[config.mk]
export PLATFORM = sky130hd
export DESIGN_NAME = upc_tag_tx
export DESIGN_NICKNAME = d
export VERILOG_FILES = /design/src/rtl/upc_tag_pkg.sv /design/src/rtl/upc_tag_tx_bit_timer.sv /design/src/rtl/upc_tag_tx.sv
export SDC_FILE = /design/constraint.sdc
export NUM_CORES = 1
export LEC_CHECK = 0
export ABC_AREA = 1
export BUFFER_PORTS_ARGS = -buffer_cell sky130_fd_sc_hd__buf_2
export CORE_UTILIZATION = 45
export DETAILED_ROUTE_END_ITERATION = 8
export GPL_TIMING_DRIVEN = 0
export PLACE_DENSITY = 0.66
export SYNTH_ARGS = -nofsm -noshare
export SYNTH_HDL_FRONTEND = slang
export SYNTH_SLANG_ARGS = --single-unit
[constraint.sdc]
create_clock -name clk -period 1.4 [get_ports clk]
set_input_delay 0 -clock clk [delete_from_list [all_inputs] [get_ports clk]]
set_output_delay 0 -clock clk [all_outputs]
set_load 0.02 [all_outputs]
[src/rtl/upc_tag_pkg.sv]
// upc_tag_pkg: types, constants and UPC classification helpers shared by the
// checkout tag writer and the exit-gate detector.
package upc_tag_pkg;

    typedef logic [2:0] upc_t;

    typedef enum logic [2:0] {
        ST_IDLE   = 3'd0,
        ST_START  = 3'd1,
        ST_DATA   = 3'd2,
        ST_PARITY = 3'd3,
        ST_STOP   = 3'd4
    } tag_state_e;

    localparam upc_t UPC_INVALID_A = 3'b011;
    localparam upc_t UPC_INVALID_B = 3'b111;
    localparam int   DATA_BITS     = 4;

    // code = {U,P,C}
    function automatic logic is_expensive(input upc_t code);
        return ~code[1] & (code[2] | ~code[0]);
    endfunction

    function automatic logic is_discounted(input upc_t code);
        return code[1] | (code[2] & code[0]);
    endfunction

    function automatic logic is_valid_upc(input upc_t code);
        return (code != UPC_INVALID_A) && (code != UPC_INVALID_B);
    endfunction

endpackage

[src/rtl/upc_tag_tx_bit_timer.sv]
// upc_bit_timer: divides the system clock into serial bit periods. Counts
// 0..CLKS_PER_BIT-1 while enabled and flags the last cycle of each bit.
module upc_bit_timer #(
    parameter int CLKS_PER_BIT = 4
) (
    input  logic clk,
    input  logic reset_n,
    input  logic i_enable,
    input  logic i_clear,
    output logic o_bitDone
);

    localparam int CNT_W = (CLKS_PER_BIT > 1) ? $clog2(CLKS_PER_BIT) : 1;
    localparam logic [CNT_W-1:0] LAST_COUNT = CNT_W'(CLKS_PER_BIT - 1);

    logic [CNT_W-1:0] r_count;

    assign o_bitDone = i_enable && (r_count == LAST_COUNT);

    // Bit-period counter; a handshake restarts it so START gets a full bit.
    always_ff @(posedge clk or negedge reset_n) begin
        if (!reset_n) begin
            r_count <= '0;
        end else if (i_clear) begin
            r_count <= '0;
        end else if (i_enable) begin
            r_count <= o_bitDone ? '0 : r_count + 1'b1;
        end
    end

endmodule

[src/rtl/upc_tag_tx.sv]
// upc_tag_tx: checkout-side tag writer. Accepts {U,P,C} plus a paid flag and
// sends one serial frame START,U,P,C,M,[PARITY],STOP (MSB first, tx idles high).
// Optional build macro: UPC_PARITY_EN adds an even-parity bit after M.
module upc_tag_tx
    import upc_tag_pkg::*;
#(
    parameter int CLKS_PER_BIT = 4,
    parameter int COUNT_W      = 8
) (
    input  logic               clk,
    input  logic               reset_n,
    input  logic               in_valid,
    output logic               in_ready,
    input  logic [2:0]         upc,
    input  logic               paid,
    output logic               tx,
    output logic               busy,
    output logic               err,
    output logic [COUNT_W-1:0] frames_sent
);

`ifdef UPC_PARITY_EN
    localparam int FRAME_BITS = DATA_BITS + 3;
`else
    localparam int FRAME_BITS = DATA_BITS + 2;
`endif
    localparam int IDX_W = $clog2(DATA_BITS);
    localparam logic [IDX_W-1:0] LAST_DATA = IDX_W'(DATA_BITS - 1);

    tag_state_e              r_state;
    tag_state_e              w_nextState;
    logic [FRAME_BITS-1:0]   r_shift;
    logic [IDX_W-1:0]        r_bitIdx;
    logic                    r_err;
    logic [COUNT_W-1:0]      r_frames;

    logic                    w_accept;
    logic                    w_codeOk;
    logic                    w_mark;
    logic                    w_bitDone;
    logic                    w_stopDone;
    logic [FRAME_BITS-1:0]   w_frameWord;

    assign w_accept   = in_valid && (r_state == ST_IDLE);
    assign w_codeOk   = is_valid_upc(upc);
    assign w_mark     = paid & is_expensive(upc);
    assign w_stopDone = (r_state == ST_STOP) && w_bitDone;

`ifdef UPC_PARITY_EN
    assign w_frameWord = {1'b0, upc, w_mark, ^{upc, w_mark}, 1'b1};
`else
    assign w_frameWord = {1'b0, upc, w_mark, 1'b1};
`endif

    upc_bit_timer #(
        .CLKS_PER_BIT(CLKS_PER_BIT)
    ) u_bitTimer (
        .clk      (clk),
        .reset_n  (reset_n),
        .i_enable (r_state != ST_IDLE),
        .i_clear  (w_accept),
        .o_bitDone(w_bitDone)
    );

    // State register; reset aborts any frame in flight.
    always_ff @(posedge clk or negedge reset_n) begin
        if (!reset_n) begin
            r_state <= ST_IDLE;
        end else begin
            r_state <= w_nextState;
        end
    end

    // Next-state and line outputs; transitions land on the last cycle of a bit.
    always_comb begin
        w_nextState = r_state;
        in_ready    = 1'b0;
        busy        = 1'b1;
        tx          = r_shift[FRAME_BITS-1];
        unique case (r_state)
            ST_IDLE: begin
                in_ready = 1'b1;
                busy     = 1'b0;
                tx       = 1'b1;
                if (w_accept && w_codeOk) begin
                    w_nextState = ST_START;
                end
            end
            ST_START: begin
                if (w_bitDone) begin
                    w_nextState = ST_DATA;
                end
            end
            ST_DATA: begin
                if (w_bitDone && (r_bitIdx == LAST_DATA)) begin
`ifdef UPC_PARITY_EN
                    w_nextState = ST_PARITY;
`else
                    w_nextState = ST_STOP;
`endif
                end
            end
`ifdef UPC_PARITY_EN
            ST_PARITY: begin
                if (w_bitDone) begin
                    w_nextState = ST_STOP;
                end
            end
`endif
            ST_STOP: begin
                if (w_bitDone) begin
                    w_nextState = ST_IDLE;
                end
            end
            default: begin
                w_nextState = ST_IDLE;
            end
        endcase
    end

    // Tracks which of the U,P,C,M bits is on the line during DATA.
    always_ff @(posedge clk or negedge reset_n) begin
        if (!reset_n) begin
            r_bitIdx <= '0;
        end else if (r_state != ST_DATA) begin
            r_bitIdx <= '0;
        end else if (w_bitDone) begin
            r_bitIdx <= r_bitIdx + 1'b1;
        end
    end

    // Frame shift register: latched at acceptance, shifted out MSB first.
    always_ff @(posedge clk or negedge reset_n) begin
        if (!reset_n) begin
            r_shift <= '1;
        end else if (w_accept && w_codeOk) begin
            r_shift <= w_frameWord;
        end else if (w_bitDone) begin
            r_shift <= {r_shift[FRAME_BITS-2:0], 1'b1};
        end
    end

    // One-cycle error pulse when a nonexistent code is handed over.
    always_ff @(posedge clk or negedge reset_n) begin
        if (!reset_n) begin
            r_err <= 1'b0;
        end else begin
            r_err <= w_accept && !w_codeOk;
        end
    end

    // Saturating count of completed frames, bumped as STOP finishes.
    always_ff @(posedge clk or negedge reset_n) begin
        if (!reset_n) begin
            r_frames <= '0;
        end else if (w_stopDone && (r_frames != '1)) begin
            r_frames <= r_frames + 1'b1;
        end
    end

    assign err         = r_err;
    assign frames_sent = r_frames;

endmodule
==> results.yml, run 1 <==
final_layout:
  antenna_cells: 0
  fillers: 195
  final_common_cell: "nand2_1"
  regArea_sq_um: 534
  final_cell_mix: "47 x nand2_1, 18 x buf_2, 17 x inv_1"
  syn_to_final_growth_pct: 30.3
  nets: 192
  final_area_sq_um: 1460
  drive_gt1_share_pct: 29.8
  multi_input_area_sq_um: 528
  instances_no_fill: 209
timing:
  setup_violations: 0
  skew_ns: 0.00468
  hold_viol: 0
  finalCriticalPeriod_ns: 1.34
  period_share_pct: 95.9
  timing.fmax_mhz: 745
  rsz0062_at_grt: "yes"
  worst_pin_slew_ns: 0.468
  setup_tns_ns: 0
  max_slew_margin_pct: 68.8
  maxSlewViolCount: 0
  holdWs_ns: 0.0349
routing:
  vias_per_cell: 4.98
  ant_nets: 0
  wire_per_inst_um: 11.0
  vias: 1041
  drc: 0
  dr.first_iter.drc_count: 19
  drtPass1Iterations: 4
  finalWirelength_um: 2290
synth:
  yosysTopAreaCellShare_pct: 35.6
  synth_area_leaders: "dfrtp_1 36%, nand2_1 16%, dfstp_2 12%"
  syn-instance-count: 141
  yosysTopAreaCell: "dfrtp_1"
  ys_ff_latch: 21
  yosysWarnings: 0
  synthesis.nets: 151
  syn_avg_cell_area_sq_um: 7.97
  post_synth_instance_area_sq_um: 1120
  synth_seq_area_share_pct: 47.3
  ys_types: 23
critical_path:
  timing.rr.end: "frames_sent[2]"
  cpLargestDelayFamily: "flip-flops"
  crit_start: "u_bitTimer.r_count[0]"
  critPathKind: "reg2reg"
  cp_max_fo: 6
  reg2reg_slack_ns: 0.06
  worst-path-buf-inv: 2
  endpoint_kind: "register"
  cpPeakStageDelay_ns: 0.39
  r2r_start: "u_bitTimer.r_count[0]"
  crit_path_start_kind: "register"
  crit_end: "frames_sent[2]"
  reg2regPathDepth: 7
  cpMaxStageDelayCell: "dfrtp_1"
  cp.depth: 7
  path_cells: "ha_2, inv_2, nor2_2, o21ai_4, buf_6, nand2_1, o21ai_0"
  arrival_ns: 1.54
  cp.required_ns: 1.60
pwr:
  p_sw_share_pct: 38.1
  ir_drop_uv: 1070
  internal-power_mw: 1.41
  powerDensity_nw_per_um2: 1560
  power.leakage_nw: 0.808
  power.total_mw: 2.28
  pwr-share-comb_pct: 47.2
  clkPwrFrac_pct: 12.7
  p_sw_uw: 868
  p_seq_share_pct: 40.1
global_routing:
  antenna_found_initial: 0
  grt_pass1_wl_um: 3950
  grt.overflow.total: 0
  grt_max_degree: 22
  grt_pass1_vias: 934
  track_usage_pct: 20.0
cts:
  cts_tree: "done"
  clk_path_buf_depth: 2
  cts-root-buf: "clkbuf_4"
  clk_pin_slew_ns: 0.11
  cts_buffers: 3
  insertion_delay_ns: 0.30
  cts_sinks: 21
  cts_max_level: 1
placement:
  placedCellCount: 187
  dpl.hpwl_um: 1510
  place_area_sq_um: 1250
  port_buffers: 18
  routabilityCongestion: 0.840
floorplanning:
  row_count: 17
  die_area_sq_um: 2700
  coreArea_sq_um: 2280
  die_h_um: 52.0
  start_util_pct: 49.4
  ios: 19
  fp.dieW_um: 52.0
hold_path:
  hold_start: "paid"
  hold_class: "in2reg"
flow_run:
  max_cap_violations: 0
outcome:
  status: "completed"
-- per-layer routing --
layer / vias up / part of all wire, % / GRT usage (%)
met1: 491 / 49 / 26.4
met4: 0 / 1.6 / 9.46
met3: 4 / 3.5 / 3.51
met5: - / 0 / 0
met2: 24 / 46 / 31.6
li1: 522 / - / -
-- through the flow --
step           worst slack [ns]  util, %
2_1_floorplan            0.0244        -
3_3_place_gp            -0.0567     55.0
3_5_place_dp            -0.0923     55.0
4_1_cts                 -0.0102     60.5
5_1_grt                 -0.0592     64.3
6_report                 0.0570     64.3
-- worst min path at each step --
stage	end	slack, ns	depth (start not counted)
2_1_floorplan	err	-0.30	0
3_3_place_gp	frames_sent[7]	-0.01	1
3_5_place_dp	frames_sent[7]	-0.008	1
4_1_cts	r_shift[1]	0.03	4
5_1_grt	r_shift[1]	0.06	4
6_report	r_shift[1]	0.03	4
-- final cells by class --
| type | count | area share [%] |
|---|---|---|
| Sequential cell | 21 | 36.5 |
| Multi-Input combinational cell | 98 | 36.1 |
| Timing Repair Buffer | 36 | 17.2 |
| Inverter | 21 | 5.73 |
| Tap cell | 28 | 2.39 |
| Clock buffer | 4 | 1.79 |
| Buffer | 1 | 0.342 |
-- what timing repair did --
action | 4_1_cts | 5_1_grt
hold buffers | 5 | 0
endpoints found under the hold margin | 26 | 0
setup buffers | 6 | 7
gates resized for setup | 3 | 9
pin swaps | 2 | 3
setup endpoints to repair | 10 | 16
cloned | 0 | 0
-- registers in the layout, indices dropped and copies added (netlist names) --
register	cells
err	1
frames_sent	8
r_bitIdx	2
r_shift	5
r_state	3
u_bitTimer.r_count	2
-- power groups by stage --
stage	Combinational, mW	Sequential, mW	Clock (mW)
3_5_place_dp	0.803	0.917	0
5_1_grt	1.21	0.931	0.341
2_1_floorplan	0.584	0.924	0
4_1_cts	0.900	0.895	0.314
6_report	1.08	0.914	0.290
3_3_place_gp	0.779	0.911	0
-- kinds of logic after synthesis --
logic type	share of synthesized area, %
buffers and inverters	7.68
xor gates and xnor gates	4.68
AOI/OAI and AO/OA	7.91
DFF	47.3
and+or+nand+nor	29.1
adders and majority gates	3.34
-- worst reg2reg max path: stages, from the launching register on --
cell	delay (ns)
dfrtp_1	0.39
ha_2	0.28
inv_2	0.07
nor2_2	0.15
o21ai_4	0.11
buf_6	0.13
nand2_1	0.04
o21ai_0	0.07
-- synth_stat cells (all sizes together) --
cell     n
nand2   49
inv     21
dfrtp   16
nand3   14
nor2     8
o21ai    8
dfstp    5
ha       3
nand4    3
xnor2    3
xor2     3
o211ai   2
a21oi    1
buf      1
nand3b   1
o211a    1
o31ai    1
or2      1
(Power assumes the default switching activity.)
==> inputs of run 2 (changes only) <==
--- a/config.mk
+++ b/config.mk
@@ -9,7 +9,6 @@
 export BUFFER_PORTS_ARGS = -buffer_cell sky130_fd_sc_hd__buf_2
 export CORE_UTILIZATION = 45
 export DETAILED_ROUTE_END_ITERATION = 8
-export GPL_TIMING_DRIVEN = 0
 export PLACE_DENSITY = 0.66
 export SYNTH_ARGS = -nofsm -noshare
 export SYNTH_HDL_FRONTEND = slang
==> run 2 against run 1 <==
- maximum frequency increased by 0.15%
- sequential share of layout area decreased by 1.1 points
- flip-flop and latch count unchanged
- power increased by 1.6%
- register-to-register slack about the same
- critical path depth decreased by 2
- critical path type is now reg2out
==> results.yml, run 2 (synthesis gave the netlist of run 1 again) <==
outcome:
  status: "completed"
floorplanning:
  die_h_um: 52.0
  start_util_pct: 49.4
  ios: 19
  row_count: 17
  die_area_sq_um: 2700
  fp.dieW_um: 52.0
  coreArea_sq_um: 2280
hold_path:
  hold_start: "paid"
  min_path_cells: 4
  min_to: "r_shift[1]"
  hold_class: "in2reg"
global_routing:
  grt_pass1_vias: 991
  grt.overflow.total: 0
  grt_pass1_wl_um: 4060
  antenna_found_initial: 0
  grt_max_degree: 22
  track_usage_pct: 20.4
pwr:
  powerDensity_nw_per_um2: 1530
  pwr-share-comb_pct: 47.7
  internal-power_mw: 1.42
  p_seq_share_pct: 39.7
  clkPwrFrac_pct: 12.6
  ir_drop_uv: 1280
  power.leakage_nw: 0.826
  p_sw_share_pct: 38.9
  power.total_mw: 2.32
  p_sw_uw: 900
timing:
  hold_viol: 0
  maxSlewViolCount: 0
  finalCriticalPeriod_ns: 1.34
  period_share_pct: 95.8
  skew_ns: 0.00888
  fin_ws_ns: 0.0590
  setup_violations: 0
  timing.fmax_mhz: 746
  worst_pin_slew_ns: 0.478
  max_slew_margin_pct: 68.1
placement:
  dpl.hpwl_um: 1660
  port_buffers: 18
  pre_cts_slack_ns: 0.0162
  routabilityCongestion: 0.841
flow_run:
  max_cap_violations: 0
cts:
  cts_tree: "done"
  cts_sinks: 21
  clk_pin_slew_ns: 0.12
  cts_buffers: 3
  insertion_delay_ns: 0.30
  cts-root-buf: "clkbuf_4"
  clk_path_buf_depth: 2
  cts_max_level: 1
critical_path:
  cpPeakStageDelay_ns: 0.41
  arrival_ns: 1.34
  path_cells: "nor2_2, buf_6, nand2_4, buf_4, buf_2"
  cp_max_fo: 4
  endpoint_kind: "output port"
  cp.required_ns: 1.40
  critPathKind: "reg2out"
  timing.rr.end: "frames_sent[4]"
  crit_path_start_kind: "register"
  cpMaxStageDelayCell: "dfrtp_1"
  reg2reg_slack_ns: 0.07
  r2r_start: "frames_sent[0]"
  reg2regPathDepth: 8
final_layout:
  nets: 193
  antenna_cells: 0
  final_cell_mix: "40 x nand2_1, 17 x inv_1, 17 x buf_2"
  final_common_cell: "nand2_1"
  largest_reg_flops: 8
  drive_gt1_share_pct: 34.6
  syn_to_final_growth_pct: 34.5
routing:
  vias_per_cell: 4.88
  dr.first_iter.drc_count: 13
  vias: 1025
  finalWirelength_um: 2520
  ant_nets: 0
  wire_per_inst_um: 12.0
  drc: 0
  drtPass1Iterations: 4
## run 2: cell types whose count changed in the layout (fill, tap and decap cells not counted), sizes merged
cell	change
o21ai	+1
## run 2: worst max path at each step
stage | slack [ns] | startpoint | to
after floorplan | 0.02 | frames_sent[0] | frames_sent[1]
after global placement | 0.07 | frames_sent[0] | frames_sent[1]
after global routing | -0.01 | frames_sent[0] | frames_sent[3]
final | 0.06 | r_state[2] | busy
after CTS | 0.003 | r_state[0] | tx
after detailed placement | 0.02 | frames_sent[0] | frames_sent[3]
## run 2: layer usage
layer	track usage, %	wire length, um	up-vias
met5	0	0	-
met4	6.76	0	0
li1	-	-	529
met2	35.3	1270	13
met3	4.39	50	0
met1	24.9	1190	483
## run 2: power groups by stage
| stage | clock (mW) | combinational, mW | sequential, mW |
|---|---|---|---|
| after floorplan | 0 | 0.584 | 0.924 |
| after global routing | 0.320 | 1.24 | 0.939 |
| after detailed placement | 0 | 0.852 | 0.917 |
| after global placement | 0 | 0.838 | 0.909 |
| after CTS | 0.301 | 0.968 | 0.902 |
| final | 0.292 | 1.11 | 0.920 |
## run 2: cell type report
cell class,instances,area (sq um)
fill,188,764
multi-input combinational,99,577
sequential,21,534
timing repair buffer,37,255
inverter,21,83.8
tap,28,35.0
clock buffer,4,26.3
## run 2: critical path: cells and delay by family, from the launching register on
kind | cells | cell delay, ns
buffers and inverters | 3 | 0.43
AND/OR/NAND/NOR | 2 | 0.20
flip-flops | 1 | 0.41
## run 2: stage by stage
step	TNS (ns)	cells	hold slack, ns	instance area [sq um]	utilization (%)
after detailed placement	0	194	-0.00823	1310	57.4
after global routing	-0.0563	210	0.0726	1510	66.4
after CTS	0	206	0.0509	1420	62.4
after floorplan	0	141	-0.296	1130	-
after global placement	0	194	-0.0153	1310	57.4
final	0	210	0.0471	1510	66.4
## run 2: timing repair
item                                    CTS  global route
pin swaps                                 1             5
hold endpoints to repair                 27             0
buffers inserted                          2             4
endpoints found under the setup margin    3            16
hold buffers                              5             0
cloned                                    1             0
resized for setup                         5            17
